File: src/rtl/minesweeper_pkg.sv
// Shared definitions for the minesweeper cell-state sequencing logic:
// grid geometry, cell word layout, sequencer states and neighbour offsets.
package minesweeper_pkg;

    localparam int GRID_W = 16;
    localparam int GRID_H = 16;

    // Cell word layout
    localparam int MINE_B  = 0;
    localparam int REV_B   = 1;
    localparam int FLAG_B  = 2;
    localparam int ADJ_LSB = 3;
    localparam int ADJ_MSB = 6;

    typedef logic [6:0] cell_t;

    localparam cell_t REV_MASK  = 7'b000_0010;
    localparam cell_t FLAG_MASK = 7'b000_0100;

    typedef enum logic [2:0] {
        IDLE   = 3'd0,
        T_RD   = 3'd1,
        T_CHK  = 3'd2,
        POP    = 3'd3,
        NB_RD  = 3'd4,
        NB_CHK = 3'd5,
        DONE   = 3'd6
    } seq_state_e;

    // Neighbour slots in scan order: row above, same row, row below
    typedef logic signed [1:0] offs_t;
    localparam offs_t NB_DX [8] = '{-2'sd1,  2'sd0,  2'sd1, -2'sd1,  2'sd1, -2'sd1,  2'sd0,  2'sd1};
    localparam offs_t NB_DY [8] = '{-2'sd1, -2'sd1, -2'sd1,  2'sd0,  2'sd0,  2'sd1,  2'sd1,  2'sd1};

    // Offset a 4-bit coordinate; bit 4 of the result flags an off-grid position
    // (0-1 wraps to 31, 15+1 gives 16).
    function automatic logic [4:0] step_coord(input logic [3:0] c, input offs_t d);
        return {1'b0, c} + {{3{d[1]}}, d};
    endfunction

endpackage

File: src/rtl/cell_fifo.sv
// Synchronous first-word-fall-through FIFO holding cell addresses awaiting
// neighbour expansion. Single-cycle flush empties it.
module cell_fifo #(
    parameter int DEPTH = 256,
    parameter int W     = 8
) (
    input  logic         clk,
    input  logic         rst,
    input  logic         flush_i,
    input  logic         push_i,
    input  logic [W-1:0] push_data_i,
    input  logic         pop_i,
    output logic [W-1:0] pop_data_o,
    output logic         empty_o
);
    localparam int AW = $clog2(DEPTH);

    logic [W-1:0]  mem_q [DEPTH];
    logic [AW-1:0] wr_ptr_q;
    logic [AW-1:0] rd_ptr_q;
    logic [AW:0]   count_q;

    // Storage array; contents need no reset because empty gates every read
    always_ff @(posedge clk) begin
        if (push_i && !flush_i) begin
            mem_q[wr_ptr_q] <= push_data_i;
        end
    end

    // Pointer and occupancy tracking, cleared by reset or flush
    always_ff @(posedge clk or negedge rst) begin
        if (!rst) begin
            wr_ptr_q <= '0;
            rd_ptr_q <= '0;
            count_q  <= '0;
        end else if (flush_i) begin
            wr_ptr_q <= '0;
            rd_ptr_q <= '0;
            count_q  <= '0;
        end else begin
            if (push_i) begin
                wr_ptr_q <= wr_ptr_q + AW'(1);
            end
            if (pop_i) begin
                rd_ptr_q <= rd_ptr_q + AW'(1);
            end
            case ({push_i, pop_i})
                2'b10:   count_q <= count_q + (AW+1)'(1);
                2'b01:   count_q <= count_q - (AW+1)'(1);
                default: count_q <= count_q;
            endcase
        end
    end

    assign pop_data_o = mem_q[rd_ptr_q];
    assign empty_o    = (count_q == '0);

endmodule

File: src/rtl/reveal_sequencer.sv
// Sequences all cell-state RAM accesses for reveal / toggle-flag commands,
// expanding zero-adjacency reveals with a breadth-first flood fill, and
// keeps the game-over, win and revealed-count status.
module reveal_sequencer
    import minesweeper_pkg::*;
#(
    parameter int NUM_MINES = 40
) (
    input  logic       clk,
    input  logic       rst,
    input  logic       new_game,
    input  logic       cmd_valid,
    output logic       cmd_ready,
    input  logic       cmd_op,
    input  logic [3:0] cmd_x,
    input  logic [3:0] cmd_y,
    output logic [7:0] ram_addr,
    output logic       ram_we,
    output logic [6:0] ram_wdata,
    input  logic [6:0] ram_rdata,
    output logic       busy,
    output logic       done,
    output logic       game_over,
    output logic       win,
    output logic [8:0] revealed_cnt
);
    localparam logic [8:0] WIN_CNT = 9'(GRID_W * GRID_H - NUM_MINES);

    seq_state_e state_q;
    logic [7:0] cur_addr_q;
    logic       op_q;
    logic [2:0] nb_q;
    logic       game_over_q;
    logic       win_q;
    logic [8:0] cnt_q;

    logic [4:0] nb_x_s;
    logic [4:0] nb_y_s;
    logic       nb_ok_s;
    logic [7:0] nb_addr_s;
    logic       rd_mine_s, rd_rev_s, rd_flag_s, rd_adj0_s;

    logic [7:0] ram_addr_s;
    logic       ram_we_s;
    cell_t      ram_wdata_s;
    logic       push_s;
    logic       inc_s;
    logic       mine_hit_s;
    logic       pop_s;
    logic [7:0] fifo_data_s;
    logic       fifo_empty_s;

    assign nb_x_s    = step_coord(cur_addr_q[3:0], NB_DX[nb_q]);
    assign nb_y_s    = step_coord(cur_addr_q[7:4], NB_DY[nb_q]);
    assign nb_ok_s   = !nb_x_s[4] && !nb_y_s[4];
    assign nb_addr_s = {nb_y_s[3:0], nb_x_s[3:0]};

    assign rd_mine_s = ram_rdata[MINE_B];
    assign rd_rev_s  = ram_rdata[REV_B];
    assign rd_flag_s = ram_rdata[FLAG_B];
    assign rd_adj0_s = (ram_rdata[ADJ_MSB:ADJ_LSB] == 4'd0);

    // RAM access decode and per-cycle actions from the current state
    always_comb begin
        ram_addr_s  = 8'd0;
        ram_we_s    = 1'b0;
        ram_wdata_s = 7'd0;
        push_s      = 1'b0;
        inc_s       = 1'b0;
        mine_hit_s  = 1'b0;
        case (state_q)
            T_RD: begin
                ram_addr_s = cur_addr_q;
            end
            T_CHK: begin
                ram_addr_s = cur_addr_q;
                if (op_q) begin
                    if (!rd_rev_s) begin
                        ram_we_s    = 1'b1;
                        ram_wdata_s = ram_rdata ^ FLAG_MASK;
                    end else begin
                        ram_we_s    = 1'b0;
                    end
                end else if (rd_rev_s || rd_flag_s) begin
                    ram_we_s = 1'b0;
                end else if (rd_mine_s) begin
                    ram_we_s    = 1'b1;
                    ram_wdata_s = ram_rdata | REV_MASK;
                    mine_hit_s  = 1'b1;
                end else begin
                    ram_we_s    = 1'b1;
                    ram_wdata_s = ram_rdata | REV_MASK;
                    inc_s       = 1'b1;
                    push_s      = rd_adj0_s;
                end
            end
            NB_RD: begin
                ram_addr_s = nb_ok_s ? nb_addr_s : cur_addr_q;
            end
            NB_CHK: begin
                ram_addr_s = nb_ok_s ? nb_addr_s : cur_addr_q;
                if (nb_ok_s && !rd_rev_s && !rd_flag_s && !rd_mine_s) begin
                    ram_we_s    = 1'b1;
                    ram_wdata_s = ram_rdata | REV_MASK;
                    inc_s       = 1'b1;
                    push_s      = rd_adj0_s;
                end else begin
                    ram_we_s    = 1'b0;
                end
            end
            default: begin
                ram_addr_s = 8'd0;
            end
        endcase
    end

    // new_game suppresses any write or FIFO activity in its cycle
    assign ram_addr     = ram_addr_s;
    assign ram_we       = ram_we_s & ~new_game;
    assign ram_wdata    = ram_wdata_s;
    assign pop_s        = (state_q == POP) && !fifo_empty_s && !new_game;

    assign cmd_ready    = (state_q == IDLE) && !game_over_q && !win_q;
    assign busy         = (state_q != IDLE);
    assign done         = (state_q == DONE);
    assign game_over    = game_over_q;
    assign win          = win_q;
    assign revealed_cnt = cnt_q;

    cell_fifo #(
        .DEPTH (GRID_W * GRID_H),
        .W     (8)
    ) u_fifo (
        .clk         (clk),
        .rst         (rst),
        .flush_i     (new_game),
        .push_i      (push_s & ~new_game),
        .push_data_i ((state_q == T_CHK) ? cur_addr_q : nb_addr_s),
        .pop_i       (pop_s),
        .pop_data_o  (fifo_data_s),
        .empty_o     (fifo_empty_s)
    );

    // Sequencer FSM and sticky game status
    always_ff @(posedge clk or negedge rst) begin
        if (!rst) begin
            state_q     <= IDLE;
            cur_addr_q  <= 8'd0;
            op_q        <= 1'b0;
            nb_q        <= 3'd0;
            game_over_q <= 1'b0;
            win_q       <= 1'b0;
            cnt_q       <= 9'd0;
        end else if (new_game) begin
            state_q     <= IDLE;
            game_over_q <= 1'b0;
            win_q       <= 1'b0;
            cnt_q       <= 9'd0;
        end else begin
            if (inc_s) begin
                cnt_q <= cnt_q + 9'd1;
            end
            game_over_q <= game_over_q | mine_hit_s;
            win_q       <= win_q | (cnt_q == WIN_CNT);
            case (state_q)
                IDLE: begin
                    if (cmd_valid && cmd_ready) begin
                        cur_addr_q <= {cmd_y, cmd_x};
                        op_q       <= cmd_op;
                        state_q    <= T_RD;
                    end
                end
                T_RD: begin
                    state_q <= T_CHK;
                end
                T_CHK: begin
                    state_q <= push_s ? POP : DONE;
                end
                POP: begin
                    if (fifo_empty_s) begin
                        state_q <= DONE;
                    end else begin
                        cur_addr_q <= fifo_data_s;
                        nb_q       <= 3'd0;
                        state_q    <= NB_RD;
                    end
                end
                NB_RD: begin
                    state_q <= NB_CHK;
                end
                NB_CHK: begin
                    nb_q    <= nb_q + 3'd1;
                    state_q <= (nb_q == 3'd7) ? POP : NB_RD;
                end
                DONE: begin
                    state_q <= IDLE;
                end
                default: begin
                    state_q <= IDLE;
                end
            endcase
        end
    end

endmodule

File: config.mk
export PLATFORM = sky130hd
export DESIGN_NAME = reveal_sequencer
export DESIGN_NICKNAME = d
export VERILOG_FILES = /design/src/rtl/minesweeper_pkg.sv /design/src/rtl/cell_fifo.sv /design/src/rtl/reveal_sequencer.sv
export SDC_FILE = /design/constraint.sdc
export NUM_CORES = 2
export LEC_CHECK = 0
export CAP_MARGIN = 5
export CORE_UTILIZATION = 25
export DETAILED_ROUTE_END_ITERATION = 8
export GPL_ROUTABILITY_DRIVEN = 0
export PLACE_DENSITY = 0.38
export SETUP_SLACK_MARGIN = 0.4
export SYNTH_ARGS = -nofsm -noshare
export SYNTH_HDL_FRONTEND = slang
export SYNTH_SLANG_ARGS = --single-unit
File: constraint.sdc
create_clock -name clk -period 11.91 [get_ports clk]
set_input_delay 2.382 -clock clk [delete_from_list [all_inputs] [get_ports clk]]
set_output_delay 2.382 -clock clk [all_outputs]
set_load 0.02 [all_outputs]
# --- After elaboration in Yosys (flattened, before gate mapping) ---
# Memories as Yosys holds them, arrays and structs flattened.
# Index checks and enable logic that the tools add are counted.
word_totals:
  ff_bits: 51
  latch_bits: 0
  ram_bits: 2048
  romBits: 32
  inputBits: 20
  output_inout_bits: 30
  word_cells: 130
  mem_count: 3
mem_list:
  columns: ["name", "words", "word_bits", "read_ports", "rd_clocked_by_memory_dff", "wr", "line_no", "text"]
  rows:
  - ["u_fifo.mem_q", 256, 8, 1, 0, 1, "cell_fifo.sv:18", "logic [W-1:0] mem_q [DEPTH];"]
  - ["(no name shown)", 8, 2, 1, 0, 0, "reveal_sequencer.sv:54", "assign nb_y_s = step_coord(cur_addr_q[7:4], NB_DY[nb_q]);"]
  - ["(no name shown)", 8, 2, 1, 0, 0, "reveal_sequencer.sv:53", "assign nb_x_s = step_coord(cur_addr_q[3:0], NB_DX[nb_q]);"]
classes:
  addsub: 8
  n_mul: 0
  div_mod_pow: 0
  magnitude_cmp: 1
  n_eq_ne: 13
  shift: 0
  muxes: 53
  bitwise_logic: 7
  n_reduce_logical: 35
ops:
  columns: ["cell", "count"]
  rows:
  - ["8-bit 2-to-1 mux", 8]
  - ["8-bit case mux with 2 select lines", 2]
  - ["7-bit 2-to-1 mux", 4]
  - ["9-bit 2-to-1 mux", 3]
  - ["1-bit 2-to-1 mux", 19]
  - ["9-bit by 1-bit adder with 9-bit output (second input constant)", 2]
  - ["3-bit case mux with 6 select lines", 1]
  - ["9-bit case mux with 2 select lines", 1]
  - ["8-bit by 1-bit adder with 8-bit output (second input constant)", 2]
  - ["3-bit 2-to-1 mux", 5]
  - ["7-bit case mux with 2 select lines", 1]
  - ["3-bit == test (second input constant)", 4]
  - ["4-bit by 5-bit adder with 5-bit output", 2]
  - ["1-bit logical AND", 10]
  - ["2-bit 2-to-1 mux", 5]
  - ["2-bit nonzero test", 5]
  - ["9-bit by 8-bit == test with 1-bit output (second input constant)", 1]
  - ["1-bit zero test", 9]
  - ["9-bit zero test", 1]
  - ["9-bit by 1-bit subtractor with 9-bit output (second input constant)", 1]
  - ["3-bit by 2-bit == test with 1-bit output (second input constant)", 2]
  - ["1-bit case mux with 2 select lines", 3]
  - ["3-bit case mux with 2 select lines", 1]
  - ["3-bit AND reduction", 2]
  - ["other kinds (18)", 23]

# --- Logic depth before layout (Yosys ltp) ---
depth:
  word_depth: 16
  ltp_mapped: 15
  ltp_nobuf: 12

# --- By module ---
# From an unflattened synthesis, not the netlist that was laid out.
unflattened:
  hier_cells: 4186
  area_unflattened_um2: 83726.6
by_module_without_submodules:
  columns: ["module", "n_inst", "cells_each", "area_per_inst_um2", "seq_area_each_um2"]
  rows:
  - ["cell_fifo", 1, 3905, 81356.8, 62124.6]
  - ["reveal_sequencer", 1, 281, 2369.8, 650.6]

# --- Least setup slack after synthesis ---
# No wires, ideal clock.
synth_timing:
  path_kind: "register -> register"
  start: "register nb_q[0]"
  end: "memory u_fifo.mem_q[0][7] (data pin)"
  setup_time_ns: 1.526
  arrival_ns: 8.112
  required_ns: 10.384
  setup_slack_ns: 2.272
  path_stages_with_launch: 10
  n_path_buf: 1
  period_less_slack_ns: 9.638
  path_cell_list: "dfrtp_1 -> ha_1 -> inv_1 -> ha_1 -> clkbuf_1 -> a211oi_1 -> a21oi_1 -> a22oi_1 -> nor2_1 -> xor2_1"
synth_between:
  elab_chain_cells: 6
synth_lines:
  columns: ["item", "line_no", "text"]
  rows:
  - ["start: declaration", "reveal_sequencer.sv:32", "logic [2:0] nb_q;"]
  - ["start signal: assignment", "reveal_sequencer.sv:192", "nb_q <= nb_q + 3'd1;"]
  - ["3-bit inverter with 4-bit output (not written as such)", "reveal_sequencer.sv:54", null]
  - ["memory 8 x 2 bit", null, null]
  - ["2-bit 2-to-1 mux (not written as such) (2 in a row)", "reveal_sequencer.sv:54", null]
  - ["4-bit by 5-bit adder with 5-bit output", "minesweeper_pkg.sv:38", "return {1'b0, c} + {{3{d[1]}}, d};"]
  - ["8-bit 2-to-1 mux", "reveal_sequencer.sv:138", ".push_data_i ((state_q == T_CHK) ? cur_addr_q : nb_addr_s),"]
  - ["named net u_fifo.push_data_i[7]", "cell_fifo.sv:11", "input logic [W-1:0] push_data_i,"]
  - ["end: declaration", "cell_fifo.sv:18", null]
# The timed path passes the listed nets, and every way through them passes these cells. The select of a mux whose other input is x is not followed.

# --- Worst setup path in the final report ---
layout_timing:
  start: "register nb_q[0]"
  end: "output port ram_addr[7]"
layout_between:
  elab_chain_cells: 9
  word_cells_on_any_way: 14
  classes_between: "add/sub: 2; mux: 6; bitwise: 1; reduce/logical: 3; memory: 2"
layout_lines:
  columns: ["item", "line_no", "text"]
  rows:
  - ["3-bit inverter with 4-bit output (not written as such) (*)", "reveal_sequencer.sv:53, reveal_sequencer.sv:54", null]
  - ["memory 8 x 2 bit, on equally long branches", null, null]
  - ["2-bit 2-to-1 mux, on equally long branches (2 in a row)", "reveal_sequencer.sv:53, reveal_sequencer.sv:54", null]
  - ["4-bit by 5-bit adder with 5-bit output", "minesweeper_pkg.sv:38", null]
  - ["1-bit zero test", "reveal_sequencer.sv:55", "assign nb_ok_s = !nb_x_s[4] && !nb_y_s[4];"]
  - ["1-bit logical AND", "reveal_sequencer.sv:55", null]
  - ["8-bit 2-to-1 mux (*)", "reveal_sequencer.sv:98, reveal_sequencer.sv:101", null]
  - ["8-bit case mux with 2 select lines (*)", "reveal_sequencer.sv:71", "case (state_q)"]
  - ["end: declaration", "reveal_sequencer.sv:17", "output logic [7:0] ram_addr,"]
# Mark *: on every way between the ends. The rest lies on a longest branch, timed or not. The select of a mux whose other input is x is not followed.

==> results.md <==
* Status: complete, but fails checks
* Failing checks: slew limit
* Synth Flop Type: edfxtp_1
* Crit. End Element: output port
* Pleak at 28.01 nW
* Most common cell in the netlist: edfxtp_1
* End of the critical path: ram_addr[7]
* Most Used Layer, Global Route: met2
* Ordered list of cells on the worst path: inv_1 -> ha_1 -> o21ai_0 -> ha_1 -> a21o_1 -> a21oi_1 -> xor2_1 -> nand2_1 -> nor2_1 -> a21oi_1 -> o31ai_1 -> clkdlybuf4s50_1
* Register area share after synthesis at 0.7601
* Reg2reg end: u_fifo.mem_q[106][1]
* Die width at just under 600 µm
* # fillers at about 32000
* Crit. Startpoint: nb_q[0]
* Post-Synthesis Cell Area at between 0.08 and 0.09 mm²
* Reg clk slew, reported paths at ~0.06 ns
* Initial antenna violation count at 20
* Top Family by Delay on Critical Path: compound AO/OA/AOI/OAI gates
* Fin. max-slew vios at between 60 and 70
* Crit path kind: register to output port
* Layout cell share with drive strength beyond 1 at 0.2192
* Synth Warn # at 0
* Sequential cell area at roughly 0.063 mm²
* Design Area, Final at 0.09569 mm²
* Top post-synthesis cells by area: edfxtp_1 74%, mux4_2 13%, mux2i_1 1.7%
* Final hold violation count at 0
* R2R cell count at 13
* Die height at just under 600 µm
* CTS buffer count at around 230
* Rows at 210
* Yosys reg bits at around 2100
* Crit share post-route at 0.6106
* Post-CTS sizing at 0
* Reg2Reg Setup Slack at about 6 ns
* Met3 Usage GRT at 0.02844
* Min Hold Slack at between 0.5 and 0.6 ns
* Number of global-route vias before repair at ~42000
* H-tree Lvls at 4
* Synth area leader: edfxtp_1
* Setup Fix Bufs, Post-CTS at 0
* Commonest cells in the netlist: 2048 x edfxtp_1, 485 x mux4_2, 330 x nor2_1
* Initial Util at 0.2519
* Root Buffer: clkbuf_16
* Buffers on Ports at 49
* Distinct cells, synth at 58
* DRT iter0 DRCs at 3712
* Utilization after layout at 0.2918
* Net count, final at 4219
* Io pins at 50
* # hold bufs at CTS at 0
* Hpwl dp at between 100000 and 150000 µm
* Routed wire per std cell at between 20 and 30 µm
* Max Freq at between 100 and 150 MHz
* Critical path depth at 12
* # clock sinks at approximately 2100
* Worst setup SP type: register
* P per Cell Area at roughly 280 mW/mm²
* Top-area cell type share of the netlist area at 0.7446
* Largest net degree at the start of global routing at around 190
* GRT Util Overall at 0.1463
* Final Power at about 27 mW
* Area growth from synthesis to layout at 15.87%
* Vias post-DR at about 40000
* Fin crit period at between 7 and 8 ns
* DRT Wirelength at ~250000 µm
* GR Overflow Total at 0
* Final Setup Violations at 0
* Syn nets at about 4100
* Via density at ~4.7
* Number of flops mapped to enable cells by yosys at approximately 2000
* Critical Path RT at between 9 and 10 ns
* Worst Path Buf+Inv at 2
* Sum Neg Setup Slack at 0 ns
* Post-synth ARST share at 0.02430
* Reg2reg start: nb_q[0]
* Die ar. at between 0.3 and 0.4 mm²
* Crit-path max FO at 7
* First-pass GRT wire length at roughly 340000 µm
* Max-cap violations at 0
* Mapped Avg Cell Area at roughly 20 µm²
* RSZ-0062 raised after global routing: no
* Core Region at 0.3279 mm²
* Slew HR at -0.09286
* Slowest stage cell on the critical path: clkdlybuf4s50_1
* Placement Cell Area at between 0.08 and 0.09 mm²
* Multi-input logic area at about 0.019 mm²
* Clock Path Buffers at 4
* Max VDD drop at between 0.001 and 0.0015 V
* Layout Skew at slightly above 0.07 ns
* GRT met1 Usage at 0.2068
* CP peak stage delay at between 0.6 and 0.7 ns
* Hold Crit Class: register to register
* Syn Inst Count at between 4000 and 5000
* TritonRoute pass-1 iters at 5
* Worst endpoint data arrival time at slightly below 5 ns
* Residual DRC count at 0
* Worst Tran Pin Value at 1.639 ns
* Clk_lat worst skew at 0.91 ns
* TritonCTS clock tree: built
* Antenna-violating nets left at 0
* Grt met2 use at 0.2326
## where the power goes
group,internal (mW),total (mW),switching (mW),leakage [nW]
Clock,4.10,7.06,2.96,3.56
Combinational,0.913,7.15,6.24,5.38
Sequential,12.9,13.0,0.0716,19.1
Total,17.9,27.2,9.27,28.0
## flip-flops by register name, indices dropped and copies added (netlist names)
name	cells
u_fifo.wr_ptr_q	8
win	1
u_fifo.rd_ptr_q	8
nb_q	3
op_q	1
u_fifo.count_q	9
game_over	1
u_fifo.mem_q	2048
cur_addr_q	8
revealed_cnt	9
state_q	3
## worst min-delay path by stage
stage / start / end / slack (ns) / cells after the start
global placement: game_over / game_over / 0.55 / 2
floorplan: u_fifo.count_q[2] / u_fifo.count_q[2] / 0.50 / 1
detailed placement: game_over / game_over / 0.55 / 2
global route: game_over / game_over / 0.59 / 2
finish: game_over / game_over / 0.55 / 2
CTS: game_over / game_over / 0.56 / 2
## area by class of cell
type | instances | share of cell area
Antenna cell | 3 | 0.00007845
Clock inverter | 146 | 0.01481
Tap cell | 4346 | 0.05682
Clock buffer | 272 | 0.06201
Timing Repair Buffer | 134 | 0.01326
Sequential cell | 2099 | 0.6562
Inverter | 19 | 0.0007714
Multi-Input combinational cell | 1686 | 0.1961
## per-stage QoR
step / setup slack [ns] / instances
floorplan: 2.272 / 4049
global placement: 4.873 / 8284
detailed placement: 4.990 / 8284
CTS: 4.514 / 8702
global route: 4.169 / 8705
finish: 4.638 / 8705
## cells in the final DEF, fill, tap and decap left out, drive strengths merged, types with 8 or more instances in the layout
cell type / count
xnor2: 19
edfxtp: 2048
ha: 28
clkdlybuf4s50: 47
nor3: 41
a22oi: 54
mux4: 485
o211ai: 11
bufinv: 26
o22ai: 39
mux2i: 143
inv: 19
nor4: 18
o21ai: 39
nand2: 84
a21oi: 82
clkinvlp: 15
o221ai: 44
clkinv: 105
a22o: 32
dfrtp: 51
buf: 87
nor2: 330
o31ai: 9
a21o: 12
mux2: 13
xor2: 10
a211oi: 14
nand3: 36
a31oi: 8
clkbuf: 272
nor2b: 23
a221oi: 41
nand4: 11
## cells by family after synthesis
logic type                 count (synthesis)  synth area share
DFF                                     2099            0.7601
muxes                                    641            0.1514
and+or+nand+nor                          588           0.03142
AOI/OAI and AO/OA                        398           0.03387
buffers and inverters                    264           0.01547
adders and majority gates                 30          0.004727
xor gates and xnor gates                  29          0.003075
## worst min-delay path: stages (launching register included)
cell     delay, ns
dfrtp_1       0.38
a21oi_1       0.05
nor2_1        0.08
## routing by layer
layer,vias to the layer above,routed length [µm],share of wire
li1,17100,-,-
met1,21990,112600,0.46
met2,1169,114800,0.47
met3,303,14560,0.059
met4,0,4748,0.019
met5,-,0,0
(Power assumes the default switching activity.)
